**src/rtl/serial_subtractor_pkg.sv**
```systemverilog
// Shared types and helpers for the serial subtractor.
// Imported by the top and the digit slice.
package serial_subtractor_pkg;

  typedef enum logic [1:0] {
    IDLE = 2'd0,
    RUN  = 2'd1,
    DONE = 2'd2
  } state_t;

  // Digit-counter width: clog2(width/digit), never below one bit.
  function automatic int cnt_width(
    input int width,
    input int digit
  );
    int n;
    n = width / digit;
    return (n <= 1) ? 1 : $clog2(n);
  endfunction

endpackage

```
**src/rtl/serial_subtractor_sub_digit.sv**
```systemverilog
// Combinational DIGIT-bit ripple-borrow slice.
// Borrow enters at bit 0 and leaves from the top bit.
module sub_digit
  import serial_subtractor_pkg::*;
#(
  parameter int DIGIT = 1
) (
  input  logic [DIGIT-1:0] a_d,
  input  logic [DIGIT-1:0] b_d,
  input  logic             br_in,
  output logic [DIGIT-1:0] d,
  output logic             br_out
);

  // Ripple the borrow through each bit, LSB first.
  always_comb begin : ripple
    logic br;
    d  = '0;
    br = br_in;
    for (int i = 0; i < DIGIT; i++) begin
      d[i] = a_d[i] ^ b_d[i] ^ br;
      br   = (~a_d[i] & b_d[i])
           | (~(a_d[i] ^ b_d[i]) & br);
    end
    br_out = br;
  end

endmodule

```
**src/rtl/serial_subtractor.sv**
```systemverilog
// Multi-cycle a - b - bin, DIGIT bits per clock, LSB first.
// Result and borrow-out load only on the RUN->DONE edge.
module serial_subtractor
  import serial_subtractor_pkg::*;
#(
  parameter int WIDTH = 32,
  parameter int DIGIT = 1
) (
  input  logic             clk,
  input  logic             rst,
  input  logic             start,
  input  logic [WIDTH-1:0] a,
  input  logic [WIDTH-1:0] b,
  input  logic             bin,
  output logic             ready,
  output logic             busy,
  output logic             done,
  output logic [WIDTH-1:0] diff,
  output logic             bout
);

  localparam int N  = WIDTH / DIGIT;
  localparam int CW = cnt_width(WIDTH, DIGIT);

  generate
    if ((DIGIT < 1) || (WIDTH % DIGIT != 0)) begin : g_bad
      $error("serial_subtractor: DIGIT must divide WIDTH");
    end
  endgenerate

  state_t           state_q, state_d;
  logic [CW-1:0]    cnt_q, cnt_d;
  logic [WIDTH-1:0] a_sh_q, a_sh_d;
  logic [WIDTH-1:0] b_sh_q, b_sh_d;
  logic             br_q, br_d;
  logic [WIDTH-1:0] work_q, work_d;
  logic [WIDTH-1:0] diff_q, diff_d;
  logic             bout_q, bout_d;

  logic [DIGIT-1:0]       dig;
  logic                   br_nx;
  logic [WIDTH+DIGIT-1:0] work_cat;
  logic [WIDTH-1:0]       work_sh;

  sub_digit #(
    .DIGIT(DIGIT)
  ) u_slice (
    .a_d   (a_sh_q[DIGIT-1:0]),
    .b_d   (b_sh_q[DIGIT-1:0]),
    .br_in (br_q),
    .d     (dig),
    .br_out(br_nx)
  );

  assign work_cat = {dig, work_q};
  assign work_sh  = work_cat[WIDTH+DIGIT-1:DIGIT];

  // Next-state, datapath steering and result capture.
  always_comb begin
    state_d = state_q;
    cnt_d   = cnt_q;
    a_sh_d  = a_sh_q;
    b_sh_d  = b_sh_q;
    br_d    = br_q;
    work_d  = work_q;
    diff_d  = diff_q;
    bout_d  = bout_q;
    unique case (state_q)
      IDLE, DONE: begin
        if (start) begin
          state_d = RUN;
          cnt_d   = '0;
          a_sh_d  = a;
          b_sh_d  = b;
          br_d    = bin;
          work_d  = '0;
        end else begin
          state_d = IDLE;
        end
      end
      RUN: begin
        a_sh_d = a_sh_q >> DIGIT;
        b_sh_d = b_sh_q >> DIGIT;
        br_d   = br_nx;
        work_d = work_sh;
        cnt_d  = cnt_q + CW'(1);
        if (cnt_q == CW'(N - 1)) begin
          state_d = DONE;
          diff_d  = work_sh;
          bout_d  = br_nx;
        end
      end
      default: state_d = IDLE;
    endcase
  end

  // State and datapath registers with synchronous reset.
  always_ff @(posedge clk) begin
    if (rst) begin
      state_q <= IDLE;
      cnt_q   <= '0;
      a_sh_q  <= '0;
      b_sh_q  <= '0;
      br_q    <= 1'b0;
      work_q  <= '0;
      diff_q  <= '0;
      bout_q  <= 1'b0;
    end else begin
      state_q <= state_d;
      cnt_q   <= cnt_d;
      a_sh_q  <= a_sh_d;
      b_sh_q  <= b_sh_d;
      br_q    <= br_d;
      work_q  <= work_d;
      diff_q  <= diff_d;
      bout_q  <= bout_d;
    end
  end

  assign ready = (state_q == IDLE) || (state_q == DONE);
  assign busy  = (state_q == RUN);
  assign done  = (state_q == DONE);
  assign diff  = diff_q;
  assign bout  = bout_q;

endmodule
```
**config.mk**
```make
export PLATFORM = sky130hd
export DESIGN_NAME = serial_subtractor
export DESIGN_NICKNAME = d
export VERILOG_FILES = /design/src/rtl/serial_subtractor_pkg.sv /design/src/rtl/serial_subtractor_sub_digit.sv /design/src/rtl/serial_subtractor.sv
export SDC_FILE = /design/constraint.sdc
export NUM_CORES = 1
export LEC_CHECK = 0
export BUFFER_PORTS_ARGS = -buffer_cell sky130_fd_sc_hd__buf_2
export CAP_MARGIN = 25
export CORE_ASPECT_RATIO = 0.6
export CORE_MARGIN = 3
export CORE_UTILIZATION = 54
export CTS_CLUSTER_SIZE = 14
export DETAILED_ROUTE_END_ITERATION = 10
export PLACE_DENSITY = 0.79
export SLEW_MARGIN = 20
export SYNTH_ARGS = -nofsm -noshare
export SYNTH_HDL_FRONTEND = slang
export SYNTH_SLANG_ARGS = --single-unit
export TNS_END_PERCENT = 50
```
**constraint.sdc**
```tcl
create_clock -name clk -period 1.9 [get_ports clk]
set_clock_uncertainty 0.15 [all_clocks]
set_input_delay 0.57 -clock clk [delete_from_list [all_inputs] [get_ports clk]]
set_output_delay 0.57 -clock clk [all_outputs]
set_load 0.03 [all_outputs]
```
==> Word level (Yosys, flattened, before mapping) <==
Cells that the tools add are included.
W data, S select, Z words.
{ "totals": {"output_inout_bits": 36, "elab_cells": 40, "ff_bits": 137, "input_bits": 68} }
{ "op_classes": {"n_eq_ne": 5, "n_mux": 13, "add_sub_neg": 1, "n_reduce_logical": 6, "n_bitwise": 7} }
{ "op_table": {"columns": ["operator", "count"], "rows": [
  ["$pmux W32 S2", 3],
  ["$mux W32", 3],
  ["$pmux W5 S2", 1],
  ["$add A5 B1 Y5 const B", 1],
  ["$eq A5 B5 Y1 const B", 1],
  ["$mux W5", 1],
  ["$pmux W2 S2", 1],
  ["$reduce_and A2 Y1", 2],
  ["$and A1 B1 Y1", 2],
  ["$eq A2 B1 Y1 const B", 1],
  ["$eq A2 B2 Y1 const B", 1],
  ["$logic_not A2 Y1", 1],
  ["$mux W1", 2],
  ["$mux W2", 1],
  ["$ne A2 B1 Y1 const B", 1],
  ["$ne A2 B2 Y1 const B", 1],
  ["$not A1 Y1", 2],
  ["$pmux W1 S2", 1],
  ["$reduce_bool A2 Y1", 1],
  ["$reduce_or A2 Y1", 1],
  ["$xor A1 B1 Y1", 2],
  ["$logic_or A1 B1 Y1", 1],
  ["$or A1 B1 Y1", 1]
]} }

==> Logic depth before layout (Yosys ltp) <==
Gate-level depths: netlist of the first run.
{ "logic_depth": {"depth_word": 5, "ltp_mapped": 7, "depth_no_buf": 6} }

==> Hierarchy <==
A second synthesis of the first run with hierarchy kept.
{ "hier_totals": {"cells_unflattened": 550, "area_unflattened_um2": 5097.4} }
{ "modules_own_cells": {"columns": ["module", "seq_area_each_um2", "cells_each", "n_inst", "area_each_um2"], "rows": [
  ["serial_subtractor", 2722.6, 547, 1, 5069.9],
  ["sub_digit", 0.0, 3, 1, 27.5]
]} }

==> Least setup slack after synthesis of the first run <==
Ideal clock, no wire load.
{ "synth_timing": {"path_kind": "reg2reg", "startpoint": "register cnt_q[0]", "endpoint": "register diff_q[10] (netlist: diff[10])", "path_slack_ps": 216, "required_time_ps": 1633, "path_stages_with_launch": 8, "setup_time_ps": 117, "n_path_buf": 1, "period_less_slack_ps": 1684, "arrival_time_ps": 1417, "path_cell_list": "dfxtp_1 ha_1 and3_1 ha_1 nand3b_1 nor2_2 buf_2 a22o_1"} }
{ "synth_between": {"elab_chain_len": 2} }
{ "synth_lines": {"columns": ["item", "line_no", "rtl"], "rows": [
  ["from (decl)", "serial_subtractor.sv:32", "logic [CW-1:0] cnt_q, cnt_d;"],
  ["from (signal assigned)", "serial_subtractor.sv:110", "cnt_q <= cnt_d;"],
  ["$eq A5 B5 Y1", "serial_subtractor.sv:87", "if (cnt_q == CW'(N - 1)) begin"],
  ["$reduce_and A2 Y1 (no line)", null, null],
  ["to (signal assigned)", "serial_subtractor.sv:115", "diff_q <= diff_d;"],
  ["to (decl)", "serial_subtractor.sv:37", "logic [WIDTH-1:0] diff_q, diff_d;"]
]} }
Every way passes these cells.
A chain may end at the register's enable or synchronous reset.

==> Worst setup path after layout of the first run <==
{ "layout_timing": {"startpoint": "register state_q[1]", "endpoint": "output port busy"} }
{ "layout_between": {"elab_chain_len": 1} }
{ "layout_lines": {"columns": ["item", "line_no", "rtl"], "rows": [
  ["from (decl)", "serial_subtractor.sv:31", "state_t state_q, state_d;"],
  ["from (signal assigned)", "serial_subtractor.sv:109", "state_q <= state_d;"],
  ["$eq A2 B1 Y1", "serial_subtractor.sv:121", "assign busy = (state_q == RUN);"],
  ["to (decl)", "serial_subtractor.sv:16", "output logic busy,"]
]} }
Every way passes these cells.

==> summary by stage, run 1 <==
Worst setup path
STA classifies the critical path startpoint as a flop. In this run the critical register-to-register path is captured at diff[19]. Together, buffers and inverters on the worst path number 2. STA classifies the critical path endpoint as an output port. The arrival time at the worst endpoint is 1.12 ns. The critical path is of the flop to output port type. The count of cells along the worst register-to-register path is 7. The top cell family by delay on the critical path is flip-flops. The worst-case register-to-register setup slack is 0.10 ns. Among all stages on the critical path, the largest delay is contributed by sky130_fd_sc_hd__dfxtp_2. For the worst setup path, the data required time is 1.18 ns. Along the worst path, the maximum fanout reaches 7. For this run, the slowest stage of the critical path takes 0.33 ns. The signal on the critical path passes through nand2b_4, clkinv_4, buf_6. In this run the critical register-to-register path is launched from cnt_q[1].

Finish
The number of antenna diodes in the final layout is 0. Counting the fill cells in the layout gives 671. The relative area change from synthesis to final layout is 25.84%. The leading cell type in the layout, fill and taps excluded is sky130_fd_sc_hd__dfxtp_1. The total non-filler cell area in the finished layout is 0.006410 mm². The number of nets in the layout is 707. The fraction of layout instances using a drive strength above 1 is 25.89%. The library cells used most frequently in the layout, excluding fill and tap cells, are sky130_fd_sc_hd__dfxtp_1, sky130_fd_sc_hd__a21oi_1, sky130_fd_sc_hd__buf_2.

Timing
The share of the clock period used by the worst path after layout is 96.92%. Setup violations remaining at the end of the flow were counted as 0. The final worst slack is 0.05846 ns.

The count of final hold-check violations is 0. The final critical delay including setup and external delays is 1.842 ns. The final sum of negative setup slack is 0 ns. The worst-case headroom to the max-slew limit is 69.03%. For this run, the top clock speed supported by timing is 543.0 MHz. The transition time of the tightest slew-check pin is 0.4646 ns.

The max-slew violation count is 0.

Pwr
The clock network accounts for 50.2% of the total power. The fraction of power spent switching nets is 22.58%. The analysis attributes to cell leakage a power of 2.542 nW. The part of the power in registers is 41.7%. The internal portion of the total power is 5.610 mW. The analysis attributes to net switching a power of 1.636 mW. Across the VDD grid, the largest voltage drop is 0.8986 mV.

The ratio of total power to cell area is 1130 mW/mm². In this run, the combinational gates consume 8.2% of the power.

Clocking
The total clock sinks is 136. The clock-pin slew reported for the worst setup and hold paths after clock tree synthesis is 0.06 ns. The maximum level of the CTS H-tree is 4. The worst-case clock buffer depth is 2. The TritonCTS clock tree is done.

The buffer type at the clock tree root is sky130_fd_sc_hd__clkbuf_16. The total CTS buffers is 17. The hold buffer count at cts is 0. The later pin in the worst-skew pair is clocked with a latency of 0.41 ns.

Place
The routability congestion estimate is 0.7921. The HPWL after detailed placement is 8040 µm. The count of buffers added on input and output ports is 103.

The post-place setup slack is 0.03219 ns. Summing all placed instances gives a cell area of 0.005699 mm².

Floorplan
The floorplan step set the die width to 131.4 µm. The effective utilization at floorplan is 57.57%. The total I/O pin count is 104. After floorplanning, the core was sized to cover 0.008848 mm². The die covers 0.01067 mm². The height of the die is 81.23 µm.

In this run the core area contains 26 standard-cell rows.

Detailed routing
The via count is 4555. The total DRC errors in the routed layout is 0. The first routing iteration left 448 violations. The first-pass detailed-route iteration total is 6. The routed via count divided by cell count is 5.877. The final wirelength is 12820 µm. The number of routed nets with antenna violations is 0. After detailed routing, the average wire length per cell comes to 16.54 µm.

Status
The run finished with clean final reports.

Logic synthesis
The unique cell type count in the Yosys netlist is 27. Synthesis produced 551 cells. The mapped netlist covers 0.005094 mm². The sequential area share after synthesis is 53.45%. In this run the mean area of a mapped cell was 9.244 µm². After synthesis the netlist holds a flip-flop and latch count of 136. Synthesis produced a netlist with a net count of 622. The yosys synthesis warning count is 0.

Worst hold path
The worst min-delay path startpoint is b[31]. For hold timing, the worst endpoint is b_sh_q[31]. The type of the tightest min-delay check is input pin to flop. The number of cells on the worst hold path is 3.

Global route
The via count of the first global-routing pass came to 4333. Global routing used 24.08% of the available tracks. Summed over all layers, the global routing overflow is 0. Entering global routing, the biggest net connects 45 pins. The first global-routing pass estimated 20640 µm of wire. The number of antenna violations at the first check in global routing came to 0.

Flow run
Max-cap violations in this run came to 0.
through the flow:
| step | util (%) | hold WS (ns) | total power, mW | cells |
|---|---|---|---|---|
| after floorplan | - | 0.2938 | 3.453 | 551 |
| after global placement | 64.41 | 0.3034 | 3.620 | 742 |
| after detailed placement | 64.41 | 0.3083 | 3.647 | 742 |
| after CTS | 72.07 | 0.2339 | 7.277 | 775 |
| after global routing | 72.44 | 0.2419 | 7.482 | 775 |
| final | 72.44 | 0.2537 | 7.246 | 775 |
what timing repair did:
item	in CTS	in global routing
cloned	0	0
endpoints found under the hold margin	0	0
gates resized for setup	3	10
setup buffers	1	0
endpoints found under the setup margin	3	31
flip-flops by register name (all words and copies together) (netlist names):
name	count
diff	32
a_sh_q	32
b_sh_q	32
br_q	1
bout	1
work_q	31
cnt_q	5
state_q	2
cells in the mapped netlist:
cell,count,area (µm²)
sky130_fd_sc_hd__nand3_1,100,500.5
sky130_fd_sc_hd__nand4_1,1,6.260
sky130_fd_sc_hd__inv_1,4,15.01
sky130_fd_sc_hd__dfxtp_1,136,2723
sky130_fd_sc_hd__nand3b_1,1,7.510
sky130_fd_sc_hd__nor2b_1,2,12.51
sky130_fd_sc_hd__o21a_1,1,7.510
sky130_fd_sc_hd__inv_2,1,3.750
sky130_fd_sc_hd__a21oi_1,101,505.5
sky130_fd_sc_hd__nor3b_1,1,7.510
sky130_fd_sc_hd__mux2_2,2,22.52
sky130_fd_sc_hd__a22o_1,32,280.3
sky130_fd_sc_hd__buf_6,1,11.26
sky130_fd_sc_hd__fa_1,1,20.02
sky130_fd_sc_hd__buf_2,40,200.2
sky130_fd_sc_hd__nor2_2,1,6.260
sky130_fd_sc_hd__nor2_1,2,7.510
sky130_fd_sc_hd__buf_4,5,37.54
sky130_fd_sc_hd__and3_1,1,6.260
sky130_fd_sc_hd__buf_1,2,7.510
sky130_fd_sc_hd__a22oi_1,63,473.0
sky130_fd_sc_hd__nand2b_1,3,18.77
sky130_fd_sc_hd__nand2_1,36,135.1
sky130_fd_sc_hd__a21oi_2,1,8.760
sky130_fd_sc_hd__a211oi_1,1,7.510
sky130_fd_sc_hd__clkbuf_1,10,37.54
sky130_fd_sc_hd__ha_1,2,25.02
metal layers:
layer,GRT usage [%],up-vias,wire length [µm]
met2,38.22,183,5892
met1,30.59,2159,5752
met3,8.106,21,959
met4,10.27,0,211
met5,0,-,0
li1,-,2192,-
cells by family (layout without fill, tap and decap cells):
logic type               after synthesis  count (layout)  synth area share, %
adder cells (fa/ha/maj)                3               3               0.8842
AO/OA/AOI/OAI                        199             199                25.18
buffers and inverters                 63             161                6.141
flip-flops                           136             136                53.45
AND/OR/NAND/NOR                      148             148                13.90
multiplexers                           2               2               0.4421
power groups by stage:
stage / combinational, mW / sequential, mW / clock (mW)
final: 0.591 / 3.02 / 3.64
after global routing: 0.647 / 3.03 / 3.81
after CTS: 0.582 / 3.02 / 3.68
after detailed placement: 0.571 / 3.08 / 0
after global placement: 0.550 / 3.07 / 0
after floorplan: 0.395 / 3.06 / 0
worst max path at each step:
stage / from / endpoint / slack, ns / cells after the start
2_1_floorplan: cnt_q[0] / diff[10] / 0.22 / 7
3_3_place_gp: cnt_q[0] / diff[6] / 0.14 / 7
3_5_place_dp: cnt_q[0] / diff[20] / 0.03 / 7
4_1_cts: state_q[1] / busy / 0.005 / 3
5_1_grt: cnt_q[1] / diff[19] / -0.02 / 7
6_report: state_q[1] / busy / 0.06 / 3
worst reg2reg max path: stages, from the launching register on:
cell and delay (ns):
sky130_fd_sc_hd__dfxtp_1 0.36, sky130_fd_sc_hd__ha_1 0.20, sky130_fd_sc_hd__and3_1 0.18, sky130_fd_sc_hd__ha_2 0.21, sky130_fd_sc_hd__nand3b_1 0.16, sky130_fd_sc_hd__nor2_4 0.18
sky130_fd_sc_hd__buf_12 0.18, sky130_fd_sc_hd__a22o_1 0.15
layout make-up:
type	instances	area (µm²)	share of cell area (%)
repair buffers	124	748.2	11.67
inverters	5	23.77	0.3709
clock inverters	12	196.4	3.065
well taps	126	157.7	2.459
multi-input cells	352	2088	32.58
clock buffers	20	466.7	7.281
flip-flops and latches	136	2729	42.57
Note: power is estimated with default switching activity, not from simulation.
==> run 2, diff against run 1 <==
- ABC_AREA: default -> 1
- CORE_UTILIZATION: 54 -> 55
==> run 2 against run 1 <==
Effect of this change:
- power up 2.1%
- register-to-register slack better by 0.04 ns
- count of clock-buffer cells in the layout down 1
- fmax down 2.6%
- critical endpoint unchanged
- largest power group unchanged
- flip-flop and latch count unchanged
==> summary by stage, run 2 <==
Detailed routing
The number of routed nets with antenna violations is 0 (unchanged). The total DRC errors in the routed layout is 0 (unchanged). The final wirelength was 15240 µm (+19%). The average routed wire per standard cell is 14.51 µm (-12%).

The first-pass detailed-route iteration total is 6 (unchanged). The number of violations reported at the end of detailed-routing iteration 0 is 563 (+26%). The routed via count divided by cell count is 5.570 (-5.2%). The via count is 5848 (+28%).

Clocking
The latest clock arrival within the worst-skew pair was 0.41 ns (about the same). The worst-case clock buffer depth was 2 (unchanged). The cell sitting at the root of the clock tree is a sky130_fd_sc_hd__clkbuf_16. The maximum level of the CTS H-tree came to 4 (unchanged). The total CTS buffers is 17 (unchanged). The total clock sinks is 136 (unchanged). The hold buffer count at cts was 0 (unchanged). TritonCTS built the clock tree. The clock-pin slew reported for the worst setup and hold paths after clock tree synthesis is 0.06 ns (about the same).

Pwr
The cell internal power dissipation came to 5.617 mW (+0.12%). The power dissipated by switching net loads is 1.781 mW (+8.8%). The standby leakage power is 3.279 nW (+29%). The fraction of power spent switching nets is 24.07% (+1.5 points). The ratio of total power to cell area was 1023 mW/mm² (-9.5%).

The clock network fraction of total power is 49.5% (-0.7 points). The part of the power in registers is 40.8% (-0.9 points). The maximum VDD drop was 0.6719 mV (-25%). The total power is 7.398 mW (+2.1%). The combinational cell fraction of total power is 9.7% (+1.5 points).

Place
The HPWL after detailed placement is 9201 µm (+14%). The routability congestion estimate is 0.8065 (+1.8%). The instance area after placement was 0.006457 mm² (+13%). The total of buffers placed on input and output ports is 103 (unchanged). The post-place setup slack was 0.1399 ns (+0.1077 ns).

Timing
The highest clock frequency the design can meet is 528.9 MHz (-2.6%). The max-slew violation count is 0 (unchanged). The final critical delay including setup and external delays came to 1.891 ns (+0.04921 ns).

The number of setup violations in the final report is 0 (unchanged). The final worst slack is 0.009248 ns (-0.04921 ns). Setup repair after global routing could not meet its margin everywhere. The final sum of negative setup slack is 0 ns (unchanged).

The worst-case headroom to the max-slew limit was 69.74% (+0.71 points). The share of the clock period used by the worst path after layout was 99.51% (+2.6 points). The count of final hold-check violations is 0 (unchanged). The transition time of the tightest slew-check pin is 0.4540 ns (-0.01061 ns).

Floorplan
The die area is 0.01200 mm² (+12%). The overall die width was 139.4 µm (+6.1%). The height of the die came to 86.05 µm (+5.9%). The number of standard-cell rows in the floorplan is 28 (+7.7%). The total I/O pin count is 104 (unchanged). The placeable core region is 0.01012 mm² (+14%). The effective utilization at floorplan is 58.01% (+0.44 points).

Worst setup path
The biggest fanout along the worst timing path is 5 (-2). The endpoint type of the worst setup path is an output port. STA classifies the critical path startpoint as a flop. The count of cells along the worst register-to-register path came to 9 (+2). The maximum cell stage delay along the critical path was 0.40 ns (+0.07 ns). The critical path is of the flop to output port type. Walking the worst path, the cells encountered are inv_6, nor2_4, buf_6. The arrival time at the worst endpoint was 1.17 ns (+0.05 ns).

The required arrival time at the worst endpoint came to 1.18 ns (about the same). On the critical path, the stage with the largest delay is an instance of sky130_fd_sc_hd__dfxtp_4.

Logic synthesis
The unique cell type count in the Yosys netlist came to 18 (-33%). The synthesized netlist cell count is 826 (+50%). Sorting the synthesized cells by area gives the leading types as sky130_fd_sc_hd__dfxtp_1, sky130_fd_sc_hd__nand3_1, sky130_fd_sc_hd__nand2_1. The top-area cell type share of the netlist area is 46.36% (-7.1 points). The most common cell in the synthesized netlist is sky130_fd_sc_hd__nand3_1. The sequential area share after synthesis is 46.36% (-7.1 points).

The net count after synthesis is 897 (+44%). The synthesized area per cell came to 7.110 µm² (-23%). The yosys synthesis warning count was 0 (unchanged).

The synthesized flop and latch total is 136 (unchanged). The number of flops mapped to enable cells by yosys is 0 (unchanged). Sorting the synthesized cells by how often they occur yields sky130_fd_sc_hd__nand3_1, sky130_fd_sc_hd__nand2_1, sky130_fd_sc_hd__dfxtp_1. The cell area after synthesis is 0.005873 mm² (+15%).

For this run, the leading register cell type out of synthesis is sky130_fd_sc_hd__dfxtp_1. The proportion of synthesized flip-flops having asynchronous set or reset was 0% (unchanged). Of all cell types, the one taking the most synthesized area is sky130_fd_sc_hd__dfxtp_1.

Finish
The final core area utilization was 71.40% (-1.0 points). The total non-filler cell area in the finished layout was 0.007229 mm² (+13%). Compared with the post-synthesis result, the final layout area differs by 23.09%. The library cell used most frequently in the layout, excluding fill and tap cells, is sky130_fd_sc_hd__nand3_1. The number of nets in the layout was 972 (+37%).

The fraction of layout instances using a drive strength above 1 is 18.60% (-7.3 points). In the layout the commonest cells are sky130_fd_sc_hd__nand3_1, sky130_fd_sc_hd__nand2_1, sky130_fd_sc_hd__dfxtp_1.

Worst hold path
The number of cells on the worst hold path came to 3 (unchanged). The min-delay analysis places its worst path in the category input pin to flop.

Global route
The pin count of the biggest net entering global routing came to 100 (+120%). The wire length of the first global-routing pass was 25440 µm (+23%). The number of antenna violations at the first check in global routing was 1 (+1). The via count of the first global-routing pass came to 5400 (+25%). The global-route usage over all layers is 25.68% (+1.6 points). The overall overflow remaining after global route is 0 (unchanged).

Status
The run finished with clean final reports.

Flow run
The max-capacitance violation count is 0 (unchanged).
-- run 2: path summary, 6_finish.rpt --
| kind | end | slack, ns | from |
|---|---|---|---|
| setup / recovery | busy | 0.009 | state_q[0] |
| hold / removal | b_sh_q[31] | 0.29 | b[31] |
| setup reg to reg | diff[24] | 0.14 | cnt_q[0] |
| hold reg to reg | diff[9] | 0.31 | work_q[10] |
-- run 2: logic make-up after synthesis --
family,share of synthesized area (%)
and+or+nand+nor,33.60
buffers and inverters,10.33
DFF,46.36
AOI/OAI and AO/OA,8.948
adders and majority gates,0.7669
-- run 2: metrics by stage --
step                      hold WS [ns]  instances
after floorplan                 0.2885        826
after global placement          0.2979       1012
after detailed placement        0.3045       1012
after CTS                       0.2717       1045
after global routing            0.3254       1050
final                           0.2869       1050
-- run 2: layer usage --
metal,track usage (%),up-vias,wire length (µm)
li1,-,2886,-
met1,35.06,2682,6835
met2,40.27,252,6972
met3,5.070,28,1168
met4,10.57,0,259
met5,0,-,0
-- run 2: power by group through the flow --
| stage | clock network [mW] | registers [mW] | logic, mW |
|---|---|---|---|
| 3_3_place_gp | 0 | 3.07 | 0.647 |
| 6_report | 3.66 | 3.02 | 0.721 |
| 5_1_grt | 3.82 | 3.03 | 0.803 |
| 2_1_floorplan | 0 | 3.06 | 0.473 |
| 4_1_cts | 3.70 | 3.02 | 0.702 |
| 3_5_place_dp | 0 | 3.08 | 0.666 |
-- run 2: final cells by class --
type / instances / area (µm²)
Fill cell: 793 / 2895
Sequential cell: 136 / 2728
Multi-Input combinational cell: 545 / 2564
Timing Repair Buffer: 129 / 832.0
Clock buffer: 19 / 442.9
Inverter: 72 / 275.3
Clock inverter: 13 / 216.5
Tap cell: 135 / 168.9
Antenna cell: 1 / 2.502
-- run 2: worst max-delay path: cells and delay by family, from the launching register on --
kind                   cells  cell delay (ns)
and+or+nand+nor            1             0.15
DFF                        1             0.40
buffers and inverters      2             0.21
-- run 2: timing repair --
item	CTS	global route
hold endpoints to repair	0	0
pin swaps	0	2
resized for setup	12	3
cloned	1	0
buffers inserted	0	4
endpoints found under the setup margin	3	23
==> run 3, diff against run 2 <==
- CORE_MARGIN: 3 -> default
- CTS_CLUSTER_DIAMETER: default -> 50
==> run 3 against run 2 <==
Effect of this change:
- power shrank 0.72%
- highest routed layer unchanged
- flip-flop and latch count unchanged
- cell count about the same
- critical path depth unchanged
- largest cell class unchanged
- via count barely moved
- sequential share of layout area barely moved
- count of clock-buffer cells in the layout rose by 1
==> summary by stage, run 3 (same netlist as run 2, synthesis figures left out) <==
Status
The run finished with clean final reports.

Finish
The final core area utilization is 71.33% (-0.074 points). The number of nets in the layout was 975 (+0.31%). The final non-filler cell total is 1051 (+0.095%). The library cells used most frequently in the layout, excluding fill and tap cells, are sky130_fd_sc_hd__nand3_1, sky130_fd_sc_hd__nand2_1, sky130_fd_sc_hd__dfxtp_1.

The number of antenna repair diodes is 0 (-1). Compared with the post-synthesis result, the final layout area differs by 22.97%. The library cell used most frequently in the layout, excluding fill and tap cells, is sky130_fd_sc_hd__nand3_1. The fraction of layout instances using a drive strength above 1 came to 18.89% (+0.29 points).

Global route
The global-route usage over all layers is 28.12% (+2.4 points). The wire length of the first global-routing pass is 24550 µm (-3.5%). The number of antenna violations at the first check in global routing was 0 (-1).

The pin count of the biggest net entering global routing is 100 (unchanged). The via count of the first global-routing pass is 5220 (-3.3%). The overall overflow remaining after global route came to 0 (unchanged).

Timing
The share of the clock period used by the worst path after layout is 99.83% (+0.32 points). The highest clock frequency the design can meet is 527.2 MHz (-0.32%). The final critical delay including setup and external delays is 1.897 ns (+0.006013 ns). The number of setup violations in the final report is 0 (unchanged).

The count of final hold-check violations is 0 (unchanged). The transition time of the tightest slew-check pin is 0.4330 ns (-0.02093 ns). The max-slew violation count is 0 (unchanged). The final sum of negative setup slack is 0 ns (unchanged).

The worst-case headroom to the max-slew limit came to 71.13% (+1.4 points).

Floorplan
The effective utilization at floorplan was 58.01% (unchanged). The placeable core region was 0.01012 mm² (unchanged). The height of the die is 82.05 µm (-4.6%). The number of standard-cell rows in the floorplan came to 28 (unchanged).

The total I/O pin count is 104 (unchanged). The overall die width came to 135.4 µm (-2.9%). The die area came to 0.01111 mm² (-7.4%).

Pwr
The combinational cell fraction of total power was 9.7% (about the same). The cell internal power dissipation is 5.584 mW (-0.58%). The power dissipated by switching net loads is 1.760 mW (-1.2%). The maximum VDD drop is 0.7259 mV (+8.0%). The ratio of total power to cell area was 1017 mW/mm² (-0.62%).

The part of the power in registers is 41.1% (+0.3 points). The clock network fraction of total power came to 49.2% (-0.3 points). The standby leakage power was 3.265 nW (-0.40%).

The fraction of power spent switching nets was 23.96% (-0.11 points).

Worst setup path
The arrival time at the worst endpoint is 1.18 ns (about the same). The endpoint type of the worst setup path is an output port. By startpoint and endpoint, the worst setup path is classified as flop to output port.

STA classifies the critical path startpoint as a flop. The required arrival time at the worst endpoint is 1.18 ns (about the same). The biggest fanout along the worst timing path is 5 (unchanged). The worst-case register-to-register setup slack is 0.12 ns (-0.02 ns). The count of cells along the worst register-to-register path came to 9 (unchanged).

Detailed routing
The total DRC errors in the routed layout is 0 (unchanged). The number of routed nets with antenna violations is 0 (unchanged). The via count is 5851 (+0.051%). The first-pass detailed-route iteration total is 5 (-1). The routed via count divided by cell count came to 5.567 (about the same).

The average routed wire per standard cell came to 14.50 µm (about the same). The final wirelength is 15240 µm (about the same). The number of violations reported at the end of detailed-routing iteration 0 is 648 (+15%).

Clocking
The latest clock arrival within the worst-skew pair is 0.41 ns (about the same). The hold buffer count at cts is 0 (unchanged). In this run the clock root is driven by a sky130_fd_sc_hd__clkbuf_16.

The total CTS buffers is 17 (unchanged). The clock-pin slew reported for the worst setup and hold paths after clock tree synthesis is 0.06 ns (about the same). The TritonCTS clock tree is done. The total clock sinks is 136 (unchanged).

The worst-case clock buffer depth is 2 (unchanged). The maximum level of the CTS H-tree is 4 (unchanged).

Flow run
The max-capacitance violation count was 0 (unchanged).

Worst hold path
The number of cells on the worst hold path is 3 (unchanged). The worst hold path belongs to the class input pin to flop.

Place
The HPWL after detailed placement is 9236 µm (+0.37%). The total of buffers placed on input and output ports is 103 (unchanged). The routability congestion estimate is 0.7992 (-0.91%). The cell count after placement was 1015 (+0.30%).
==> run 3: cell types whose count changed in the layout (fill, tap and decap cells not counted), sizes merged <==
cell	change
buf	+4
bufbuf	-1
clkbuf	+1
clkinv	-1
clkinvlp	+2
diode	-1
inv	-3
==> run 3: metal layers <==
metal,up-vias,global-route usage [%],routed length (µm)
li1,2883,-,-
met1,2684,36.00,6944
met2,244,46.31,7034
met3,40,7.593,912
met4,0,9.326,352
met5,-,0,0
==> run 3: layout make-up <==
cell class              instances  area, µm²
repair buffers                132      833.3
flip-flops and latches        136       2728
clock inverters                11      196.4
inverters                      72      277.8
clock buffers                  20      446.7
multi-input cells             545       2571
well taps                     135      168.9
fillers                       808       2903
==> run 3: power by group through the flow <==
stage / combinational [mW] / sequential [mW] / clock [mW]
CTS: 0.692 / 3.02 / 3.64
finish: 0.709 / 3.02 / 3.62
global route: 0.788 / 3.03 / 3.78
global placement: 0.650 / 3.07 / 0
floorplan: 0.473 / 3.06 / 0
detailed placement: 0.675 / 3.08 / 0
==> run 3: final timing paths <==
path	start	end
setup / recovery	state_q[1]	done
hold / removal	b[31]	b_sh_q[31]
setup reg to reg	cnt_q[0]	diff[9]
hold reg to reg	work_q[9]	diff[8]
==> run 3: worst max-delay path, stage by stage, from the launching register on <==
cell	delay, ns
sky130_fd_sc_hd__dfxtp_2	0.35
sky130_fd_sc_hd__inv_2	0.08
sky130_fd_sc_hd__nor2_2	0.14
sky130_fd_sc_hd__buf_4	0.18
==> run 3: what timing repair did <==
| item | CTS | global route |
|---|---|---|
| gates resized for setup | 11 | 5 |
| pin swaps | 0 | 1 |
| setup endpoints to repair | 3 | 35 |
| buffers inserted | 0 | 5 |
==> run 3: per-stage QoR <==
| step | hold slack (ns) | setup slack, ns | area [µm²] | total power, mW |
|---|---|---|---|---|
| global route | 0.2855 | -0.02824 | 7222 | 7.601 |
| global placement | 0.3030 | 0.2215 | 6492 | 3.722 |
| floorplan | 0.2885 | 0.07608 | 5873 | 3.534 |
| finish | 0.2944 | 0.003236 | 7222 | 7.344 |
| detailed placement | 0.3028 | 0.1294 | 6492 | 3.753 |
| CTS | 0.2837 | -0.02600 | 7169 | 7.351 |
